<file path="config.mk">
export PLATFORM = sky130hd
export DESIGN_NAME = frame_loader_flat
export DESIGN_NICKNAME = d
export VERILOG_FILES = /design/src/rtl/frame_loader_if.sv /design/src/rtl/frame_loader.sv /design/src/flat_wrapper.sv
export SDC_FILE = /design/constraint.sdc
export NUM_CORES = 1
export LEC_CHECK = 0
export ABC_AREA = 1
export CAP_MARGIN = 15
export CORE_MARGIN = 3
export CORE_UTILIZATION = 50
export CTS_CLUSTER_SIZE = 40
export DETAILED_ROUTE_END_ITERATION = 6
export HOLD_SLACK_MARGIN = 0.02
export PLACE_DENSITY_LB_ADDON = 0.15
export RECOVER_POWER = 100
export SETUP_SLACK_MARGIN = 0.02
export SLEW_MARGIN = 15
export SYNTH_ARGS = -nofsm -noshare
export SYNTH_HDL_FRONTEND = slang
export SYNTH_SLANG_ARGS = --single-unit
</file>
<file path="constraint.sdc">
create_clock -name clk_50MHz -period 4.7 [get_ports clk_50MHz]
set_clock_uncertainty 0.15 [all_clocks]
set_input_delay 0.94 -clock clk_50MHz [delete_from_list [all_inputs] [get_ports clk_50MHz]]
set_output_delay 0.94 -clock clk_50MHz [all_outputs]
set_load 0.005 [all_outputs]
</file>
<file path="src/rtl/frame_loader_if.sv">
// ---------------------------------------------------------------------------
// frame_loader_if
// Bundles the byte-stream handshake coming from the UART receiver with the
// write port going to the frame RAM.
//   rx_data / rx_valid : byte offered by the receiver
//   rx_ready           : loader will take the byte on this clock edge
//   mem_wr_en          : frame RAM write strobe
//   mem_wr_addr        : frame RAM write address (ADDR_W bits)
//   mem_wr_data        : frame RAM write data (one grayscale pixel)
// Modports:
//   master : environment side (drives the byte stream, observes RAM writes)
//   slave  : loader side (consumes bytes, drives the RAM write port)
// ---------------------------------------------------------------------------
interface frame_loader_if #(
    parameter int ADDR_W = 19
) ();
    logic [7:0]        rx_data;
    logic              rx_valid;
    logic              rx_ready;
    logic              mem_wr_en;
    logic [ADDR_W-1:0] mem_wr_addr;
    logic [7:0]        mem_wr_data;

    modport master (
        output rx_data,
        output rx_valid,
        input  rx_ready,
        input  mem_wr_en,
        input  mem_wr_addr,
        input  mem_wr_data
    );

    modport slave (
        input  rx_data,
        input  rx_valid,
        output rx_ready,
        output mem_wr_en,
        output mem_wr_addr,
        output mem_wr_data
    );
endinterface

</file>
<file path="src/rtl/frame_loader.sv">
// ---------------------------------------------------------------------------
// frame_loader
// Writer side of the display frame store. After a start request it waits for
// SYNC_BYTE, then writes one 8-bit pixel per accepted byte into the frame RAM
// in raster order (addr = y*IMG_WIDTH + x, produced by a running counter).
// A gap of TIMEOUT_CYCLES cycles without a byte during the load aborts it and
// raises a sticky error flag.
// Ports:
//   clk_50MHz  : system clock
//   rst        : synchronous, active-high reset
//   start      : single-cycle request to arm a frame load (honoured in IDLE)
//   bus        : byte handshake in, frame RAM write port out (slave modport)
//   busy       : high while waiting for sync or loading pixels
//   frame_done : one-cycle pulse together with the final pixel write
//   error      : sticky timeout flag, cleared by an accepted start or rst
// ---------------------------------------------------------------------------
module frame_loader #(
    parameter int         IMG_WIDTH      = 960,
    parameter int         IMG_HEIGHT     = 540,
    parameter int         ADDR_W         = 19,
    parameter logic [7:0] SYNC_BYTE      = 8'hA5,
    parameter int         TIMEOUT_CYCLES = 5000000
) (
    input  logic            clk_50MHz,
    input  logic            rst,
    input  logic            start,
    frame_loader_if.slave   bus,
    output logic            busy,
    output logic            frame_done,
    output logic            error
);

    localparam int X_W = (IMG_WIDTH  > 1) ? $clog2(IMG_WIDTH)  : 1;
    localparam int Y_W = (IMG_HEIGHT > 1) ? $clog2(IMG_HEIGHT) : 1;
    localparam int T_W = $clog2(TIMEOUT_CYCLES + 1);

    localparam logic [X_W-1:0] X_LAST = X_W'(IMG_WIDTH - 1);
    localparam logic [Y_W-1:0] Y_LAST = Y_W'(IMG_HEIGHT - 1);
    // The abort fires on the idle edge that would bring the gap count to
    // TIMEOUT_CYCLES, so error rises exactly TIMEOUT_CYCLES cycles after the
    // last accepted byte.
    localparam logic [T_W-1:0] T_LAST = T_W'(TIMEOUT_CYCLES - 1);

    typedef enum logic [1:0] {
        ST_IDLE = 2'd0,
        ST_SYNC = 2'd1,
        ST_LOAD = 2'd2,
        ST_DONE = 2'd3
    } state_t;

    state_t            state_r;
    state_t            next_state_s;
    logic [X_W-1:0]    x_r;
    logic [Y_W-1:0]    y_r;
    logic [ADDR_W-1:0] addr_r;
    logic [T_W-1:0]    tmo_r;

    logic              accept_s;
    logic              last_s;
    logic              wr_s;
    logic              sync_hit_s;
    logic              timeout_s;
    logic              arm_s;

    // Handshake qualifier and end-of-frame position decode.
    always_comb begin
        accept_s = bus.rx_valid && bus.rx_ready;
        last_s   = (x_r == X_LAST) && (y_r == Y_LAST);
    end

    // Next-state logic and per-cycle action strobes.
    always_comb begin
        next_state_s = state_r;
        wr_s         = 1'b0;
        sync_hit_s   = 1'b0;
        timeout_s    = 1'b0;
        arm_s        = 1'b0;
        case (state_r)
            ST_IDLE: begin
                if (start) begin
                    next_state_s = ST_SYNC;
                    arm_s        = 1'b1;
                end else begin
                    next_state_s = ST_IDLE;
                end
            end
            ST_SYNC: begin
                // Non-marker bytes are swallowed; no timeout while hunting.
                if (accept_s && (bus.rx_data == SYNC_BYTE)) begin
                    next_state_s = ST_LOAD;
                    sync_hit_s   = 1'b1;
                end else begin
                    next_state_s = ST_SYNC;
                end
            end
            ST_LOAD: begin
                // An accept wins over a timeout landing on the same edge.
                if (accept_s) begin
                    wr_s = 1'b1;
                    if (last_s) begin
                        next_state_s = ST_DONE;
                    end else begin
                        next_state_s = ST_LOAD;
                    end
                end else if (tmo_r == T_LAST) begin
                    timeout_s    = 1'b1;
                    next_state_s = ST_IDLE;
                end else begin
                    next_state_s = ST_LOAD;
                end
            end
            ST_DONE: begin
                next_state_s = ST_IDLE;
            end
            default: begin
                next_state_s = ST_IDLE;
            end
        endcase
    end

    // State register.
    always_ff @(posedge clk_50MHz) begin
        if (rst) begin
            state_r <= ST_IDLE;
        end else begin
            state_r <= next_state_s;
        end
    end

    // Registered outputs: status flags follow the next state so they line up
    // with the state register; the RAM write lands one cycle after its accept.
    always_ff @(posedge clk_50MHz) begin
        if (rst) begin
            busy            <= 1'b0;
            bus.rx_ready    <= 1'b0;
            bus.mem_wr_en   <= 1'b0;
            bus.mem_wr_addr <= {ADDR_W{1'b0}};
            bus.mem_wr_data <= 8'h00;
            frame_done      <= 1'b0;
            error           <= 1'b0;
        end else begin
            busy          <= (next_state_s == ST_SYNC) || (next_state_s == ST_LOAD);
            bus.rx_ready  <= (next_state_s == ST_SYNC) || (next_state_s == ST_LOAD);
            bus.mem_wr_en <= wr_s;
            frame_done    <= wr_s && last_s;
            if (wr_s) begin
                bus.mem_wr_addr <= addr_r;
                bus.mem_wr_data <= bus.rx_data;
            end else begin
                bus.mem_wr_addr <= bus.mem_wr_addr;
                bus.mem_wr_data <= bus.mem_wr_data;
            end
            if (arm_s) begin
                error <= 1'b0;
            end else if (timeout_s) begin
                error <= 1'b1;
            end else begin
                error <= error;
            end
        end
    end

    // Raster position and linear address, advanced together per pixel.
    always_ff @(posedge clk_50MHz) begin
        if (rst) begin
            x_r    <= {X_W{1'b0}};
            y_r    <= {Y_W{1'b0}};
            addr_r <= {ADDR_W{1'b0}};
        end else if (sync_hit_s) begin
            x_r    <= {X_W{1'b0}};
            y_r    <= {Y_W{1'b0}};
            addr_r <= {ADDR_W{1'b0}};
        end else if (wr_s) begin
            addr_r <= addr_r + ADDR_W'(1);
            if (x_r == X_LAST) begin
                x_r <= {X_W{1'b0}};
                if (y_r == Y_LAST) begin
                    y_r <= {Y_W{1'b0}};
                end else begin
                    y_r <= y_r + Y_W'(1);
                end
            end else begin
                x_r <= x_r + X_W'(1);
                y_r <= y_r;
            end
        end else begin
            x_r    <= x_r;
            y_r    <= y_r;
            addr_r <= addr_r;
        end
    end

    // Inter-byte gap counter, only meaningful while loading.
    always_ff @(posedge clk_50MHz) begin
        if (rst) begin
            tmo_r <= {T_W{1'b0}};
        end else if ((state_r == ST_LOAD) && !accept_s) begin
            tmo_r <= tmo_r + T_W'(1);
        end else begin
            tmo_r <= {T_W{1'b0}};
        end
    end

endmodule

</file>
<file path="src/flat_wrapper.sv">
// flat-port wrapper written by rule: the top's interface ports become plain ports
module frame_loader_flat 
#(
    parameter int         IMG_WIDTH      = 960,
    parameter int         IMG_HEIGHT     = 540,
    parameter int         ADDR_W         = 19,
    parameter logic [7:0] SYNC_BYTE      = 8'hA5,
    parameter int         TIMEOUT_CYCLES = 5000000
)
  (clk_50MHz, rst, start, busy, frame_done, error, bus_rx_data, bus_rx_valid, bus_rx_ready, bus_mem_wr_en, bus_mem_wr_addr, bus_mem_wr_data);
  frame_loader_if #(.ADDR_W(ADDR_W)) bus_i ();
  input  logic clk_50MHz;
  input  logic rst;
  input  logic start;
  output logic busy;
  output logic frame_done;
  output logic error;
  input wire logic [$bits(bus_i.rx_data)-1:0] bus_rx_data;
  input wire logic [$bits(bus_i.rx_valid)-1:0] bus_rx_valid;
  output wire logic [$bits(bus_i.rx_ready)-1:0] bus_rx_ready;
  output wire logic [$bits(bus_i.mem_wr_en)-1:0] bus_mem_wr_en;
  output wire logic [$bits(bus_i.mem_wr_addr)-1:0] bus_mem_wr_addr;
  output wire logic [$bits(bus_i.mem_wr_data)-1:0] bus_mem_wr_data;
  assign bus_i.rx_data = bus_rx_data;
  assign bus_i.rx_valid = bus_rx_valid;
  assign bus_rx_ready = bus_i.rx_ready;
  assign bus_mem_wr_en = bus_i.mem_wr_en;
  assign bus_mem_wr_addr = bus_i.mem_wr_addr;
  assign bus_mem_wr_data = bus_i.mem_wr_data;
  frame_loader #(.IMG_WIDTH(IMG_WIDTH), .IMG_HEIGHT(IMG_HEIGHT), .ADDR_W(ADDR_W), .SYNC_BYTE(SYNC_BYTE), .TIMEOUT_CYCLES(TIMEOUT_CYCLES)) u_core (.clk_50MHz(clk_50MHz), .rst(rst), .start(start), .bus(bus_i), .busy(busy), .frame_done(frame_done), .error(error));
endmodule
</file>
## Word level (Yosys, flattened, before mapping)

Index checks and enable logic that the tools add are counted.

| word-level totals | value |
|---|---|
| register bits | 95 |
| output and inout bits | 32 |
| logic and storage cells | 54 |
| bits of input ports | 12 |

| operators by class | value |
|---|---|
| reductions and logical operators | 12 |
| multiplexer cells | 17 |
| add/subtract/negate cells | 4 |
| equal/unequal tests | 9 |
| bitwise operators | 1 |

Operators with widths:

| cell | number |
|---|---|
| 23-bit by 1-bit adder with 23-bit output (second input constant) | 1 |
| 23-bit equality test (second input constant) | 1 |
| 10-bit by 1-bit adder with 10-bit output (second input constant) | 2 |
| 10-bit equality test (second input constant) | 2 |
| 10-bit 2-to-1 mux | 2 |
| 19-bit by 1-bit adder with 19-bit output (second input constant) | 1 |
| 1-bit 2-to-1 mux | 11 |
| 8-bit equality test (second input constant) | 1 |
| 2-bit case mux with 4 select lines | 1 |
| 2-bit equality test (second input constant) | 3 |
| 2-bit 2-to-1 mux | 3 |
| 2-bit OR reduction | 3 |
| 1-bit logical AND | 5 |
| 2-bit by 1-bit equality test with 1-bit output (second input constant) | 2 |
| 2-bit zero test | 1 |
| 2-bit AND reduction | 1 |
| 1-bit zero test | 1 |
| 1-bit logical OR | 1 |
| 1-bit NOT | 1 |

## Longest topological paths before layout

| depth | value |
|---|---|
| depth after elaboration | 7 |
| gate-level depth with buffers | 10 |
| gate-level depth less buffers | 10 |

## Worst setup path before layout

No wires, ideal clock.

| path | value |
|---|---|
| path type | input to register |
| start point | in bus_rx_valid |
| end point | reg u_core.y_r[2] |
| setup time | 0.122 ns |
| path buffers | 0 |
| data arrival time | 1.782 ns |
| setup slack | 2.646 ns |
| data required time | 4.428 ns |
| stages on the path | 8 |
| cells stage by stage | nand2_2 inv_2 nand2_4 nor2_8 nand2_4 or2_4 nand2_2 nor3_1 |

| between the ends | value |
|---|---|
| longest elaborated chain between the ends | 5 |
| elaborated cells between the ends (all ways) | 8 |
| classes of those cells | 4 x mux; 4 x reduce/logical |

Ends and longest elaborated chain:

| element | RTL line | RTL |
|---|---|---|
| from (decl) | flat_wrapper.sv:19 | `input wire logic [$bits(bus_i.rx_valid)-1:0] bus_rx_valid;` |
| 1-bit logical AND (*) | frame_loader.sv:67 | `accept_s = bus.rx_valid && bus.rx_ready;` |
| 1-bit logical AND | frame_loader.sv:89 | `if (accept_s && (bus.rx_data == SYNC_BYTE)) begin` |
| 1-bit 2-to-1 mux | frame_loader.sv:89 |  |
| 1-bit 2-to-1 mux | frame_loader.sv:78 | `case (state_r)` |
| 2-bit OR reduction (no line) | - |  |
| to (signal assigned) | frame_loader.sv:167 | `y_r <= {Y_W{1'b0}};` |
| to (signal assigned) | frame_loader.sv:171 | `y_r <= {Y_W{1'b0}};` |
| to (signal assigned) | frame_loader.sv:178 | `y_r <= {Y_W{1'b0}};` |
| to (decl) | frame_loader.sv:54 | `logic [Y_W-1:0] y_r;` |

Mark *: on every way between the ends. The rest lies on a longest branch, timed or not.
A chain may end at the register's enable or synchronous reset.

## Final worst setup path

| path | value |
|---|---|
| start point | in bus_rx_valid |
| end point | reg u_core.y_r[3] |

The elaborated chain is that of the path after synthesis.

==> key figures <==
Drt
  • DR WL met3: 346 um
  • Wire per inst: 12.8 um
  • Drt first pass iters: 6
  • M1 WL: 4730 um
  • Number of remaining DRC errors: 0
  • WL met2: 4950 um
  • Final ANT Viol Nets: 0
  • Starting DRT DRC Count: 128
  • Top Metal Used: met4
  • WL final: 10200 um
  • Via density: 5.23
  • Routed via count: 4177

STA
  • WHS: 0.319 ns
  • RSZ-0062 raised after global routing: false
  • Measured slew at the worst slew-check pin: 1.58 ns
  • Setup TNS: 0 ns
  • # setup viols final: 0
  • Period utilization: 77.4%
  • Final Slew Violations: 44
  • Fmax: 275 MHz
  • Slew headroom: -5.35%
  • Final Hold Vio Count: 0
  • Period minus WS final: 3.64 ns

Logic synthesis
  • Synth Area per Inst: 7.00 um^2
  • Synthesized area: 4530 um^2
  • Cells after Synth: 647
  • Sequential fraction of the synthesis area: 42.0%
  • Synth unique cells: 36
  • Syn nets: 663
  • Flop and latch count out of synthesis: 95
  • Ys Warns: 0

Clock network
  • Worst-Skew Late Latency: 0.36 ns
  • PostCTS Resize Cnt: 0
  • Number of CTS-inserted buffers: 9
  • CTS tree: built
  • Max Buffers Root-to-Sink: 2
  • Clk sinks: 95
  • H-tree lvl count: 3
  • Hold-fix buffers, CTS: 0
  • Setup Buffers After CTS: 0
  • Clk root buf: clkbuf_8
  • Clock slew at reported path FFs: 0.09 ns

Placement
  • Post-DP HPWL: 7520 um
  • Placed insts: 782
  • RD Place Congestion: 0.856
  • Input/output buffers: 43

Floorplan
  • Num ports: 44
  • DIE HEIGHT: 101 um
  • Total die area: 10200 um^2
  • Starting Density: 51.7%
  • Chip width: 101 um
  • Rows: 34
  • CORE AREA: 8760 um^2

Global route
  • First-pass GRT wire length: 17600 um
  • Congestion Overflow GR: 0
  • Largest net degree at the start of global routing: 44
  • Vias in the first global route: 3971
  • Antenna violations before repair: 0
  • GRT Util Overall: 21.0%

Power and ir drop
  • VDD IR-drop max: 154 uV
  • LEAKAGE: 0.00192 uW
  • Power Density: 271 nW/um^2

Layout
  • Nets@finish: 701
  • Ant diodes: 0
  • Share of layout cells above drive strength 1: 5.51%
  • P&R area growth vs syn: 14.1%
  • Post-Layout Cell Count: 798

Outcome
  • Result of the run: complete, but fails checks
  • Failing checks: capacitance limit, slew limit

Worst setup path
  • CP arrival: 3.77 ns
  • Worst path required time: 4.83 ns
  • CP Capture Type: register
  • Startpoint types: primary input
  • CP Class: primary input to register
  • Crit path max fanout: 23

Min path
  • Worst hold path type: register to register

Run
  • Max Cap Viol: 1
registers in the layout (all words and copies together), names as in the netlist:
register	count
u_core.addr_r	19
u_core.bus.mem_wr_addr	19
u_core.bus.mem_wr_data	8
u_core.bus.mem_wr_en	1
u_core.busy	1
u_core.error	1
u_core.frame_done	1
u_core.state_r	2
u_core.tmo_r	23
u_core.x_r	10
u_core.y_r	10
path summary, 6_finish.rpt:
kind / startpoint / endpoint / slack, ns / cells after the start
worst max-delay path: bus_rx_valid / u_core.y_r[3]$_SDFFE_PP0P_ / 1.06 / 9
worst min register to register: u_core.addr_r[17]$_SDFFE_PP0P_ / u_core.addr_r[17]$_SDFFE_PP0P_ / 0.32 / 2
worst max register to register: u_core.busy$_SDFF_PP0_ / u_core.y_r[2]$_SDFFE_PP0P_ / 1.78 / 8
worst min-delay path: u_core.addr_r[17]$_SDFFE_PP0P_ / u_core.addr_r[17]$_SDFFE_PP0P_ / 0.32 / 2
Yosys cell counts (all sizes together):
library cell	number	share of area, %
dfxtp	95	42
or3	1	0.14
inv	79	6.6
xor2	5	0.97
nand2	133	12
a211oi	1	0.17
xnor2	3	0.58
nand4	12	1.7
clkbuf	4	0.33
nand3b	6	0.99
or2	6	0.88
buf	13	1.7
nand3	42	4.8
nor3b	4	0.66
a21oi	58	6.4
nor2	105	10
nor4	2	0.28
o21ai	40	4.4
nor3	31	4.1
and2	1	0.14
a31oi	2	0.28
ha	4	1.1
logic make-up (layout without fill, tap and decap cells):
family,after synthesis,in the layout,synth area share [%]
AO/OA/AOI/OAI,101,101,11.3
XOR/XNOR,8,8,1.55
buffers and inverters,96,139,8.62
flip-flops,95,95,42.0
adder cells (fa/ha/maj),4,4,1.11
AND/OR/NAND/NOR,343,343,35.4
worst max-delay path, stage by stage:
cell and delay (ns):
dlygate4sd3_1 0.53, nand2_1 0.15, inv_1 0.11, nand2_1 0.62
nor2_1 0.21, nand2_1 0.43, or2_0 0.35, nand2_1 0.21
nor3_1 0.20
layout make-up:
| type | instances | area [um^2] |
|---|---|---|
| clock inverters | 7 | 78.8 |
| repair buffers | 44 | 434 |
| clock buffers | 9 | 124 |
| inverters | 79 | 299 |
| fillers | 828 | 3600 |
| well taps | 108 | 135 |
| flip-flops and latches | 95 | 1900 |
| multi-input cells | 456 | 2190 |
metrics by stage:
stage	instance area, um^2	setup slack (ns)	total power, uW	util [%]
floorplan	4530	2.65	845	-
global placement	5010	1.58	862	57.2
detailed placement	5010	1.45	862	57.2
CTS	5210	1.82	1410	59.5
global route	5170	0.819	1450	59.0
finish	5170	1.06	1400	59.0
cell usage in the layout (no fill, tap or decap), types with 2 or more instances in the layout:
| master | count |
|---|---|
| nor3_1 | 26 |
| nor3b_1 | 4 |
| dlygate4sd3_1 | 35 |
| nand3b_1 | 6 |
| nand2_2 | 2 |
| xnor2_1 | 3 |
| inv_1 | 73 |
| ha_1 | 4 |
| clkbuf_8 | 9 |
| nor4_1 | 2 |
| nor2_2 | 2 |
| o21ai_0 | 40 |
| inv_6 | 3 |
| a21oi_1 | 58 |
| xor2_1 | 5 |
| dfxtp_1 | 95 |
| nor2_4 | 6 |
| nor2_1 | 97 |
| nand2_1 | 131 |
| nand3_1 | 41 |
| clkinv_4 | 2 |
| inv_2 | 5 |
| or2_0 | 6 |
| a31oi_1 | 2 |
| nor3_2 | 4 |
| nand4_1 | 12 |
| clkdlybuf4s50_1 | 8 |
layer usage:
layer	track usage, %	up-vias
li1	-	2174
met4	8.59	0
met2	35.8	70
met1	26.4	1916
met5	0	-
met3	3.65	17
power by group:
group          leakage, uW  total [uW]  internal, uW  switching (uW)
Combinational      0.00105        34.4          14.2            20.2
Sequential        0.000765         807           806            1.18
Clock             0.000105         557           253             304
Total              0.00192        1400          1070             325
Power figures use the tool's default switching activity.
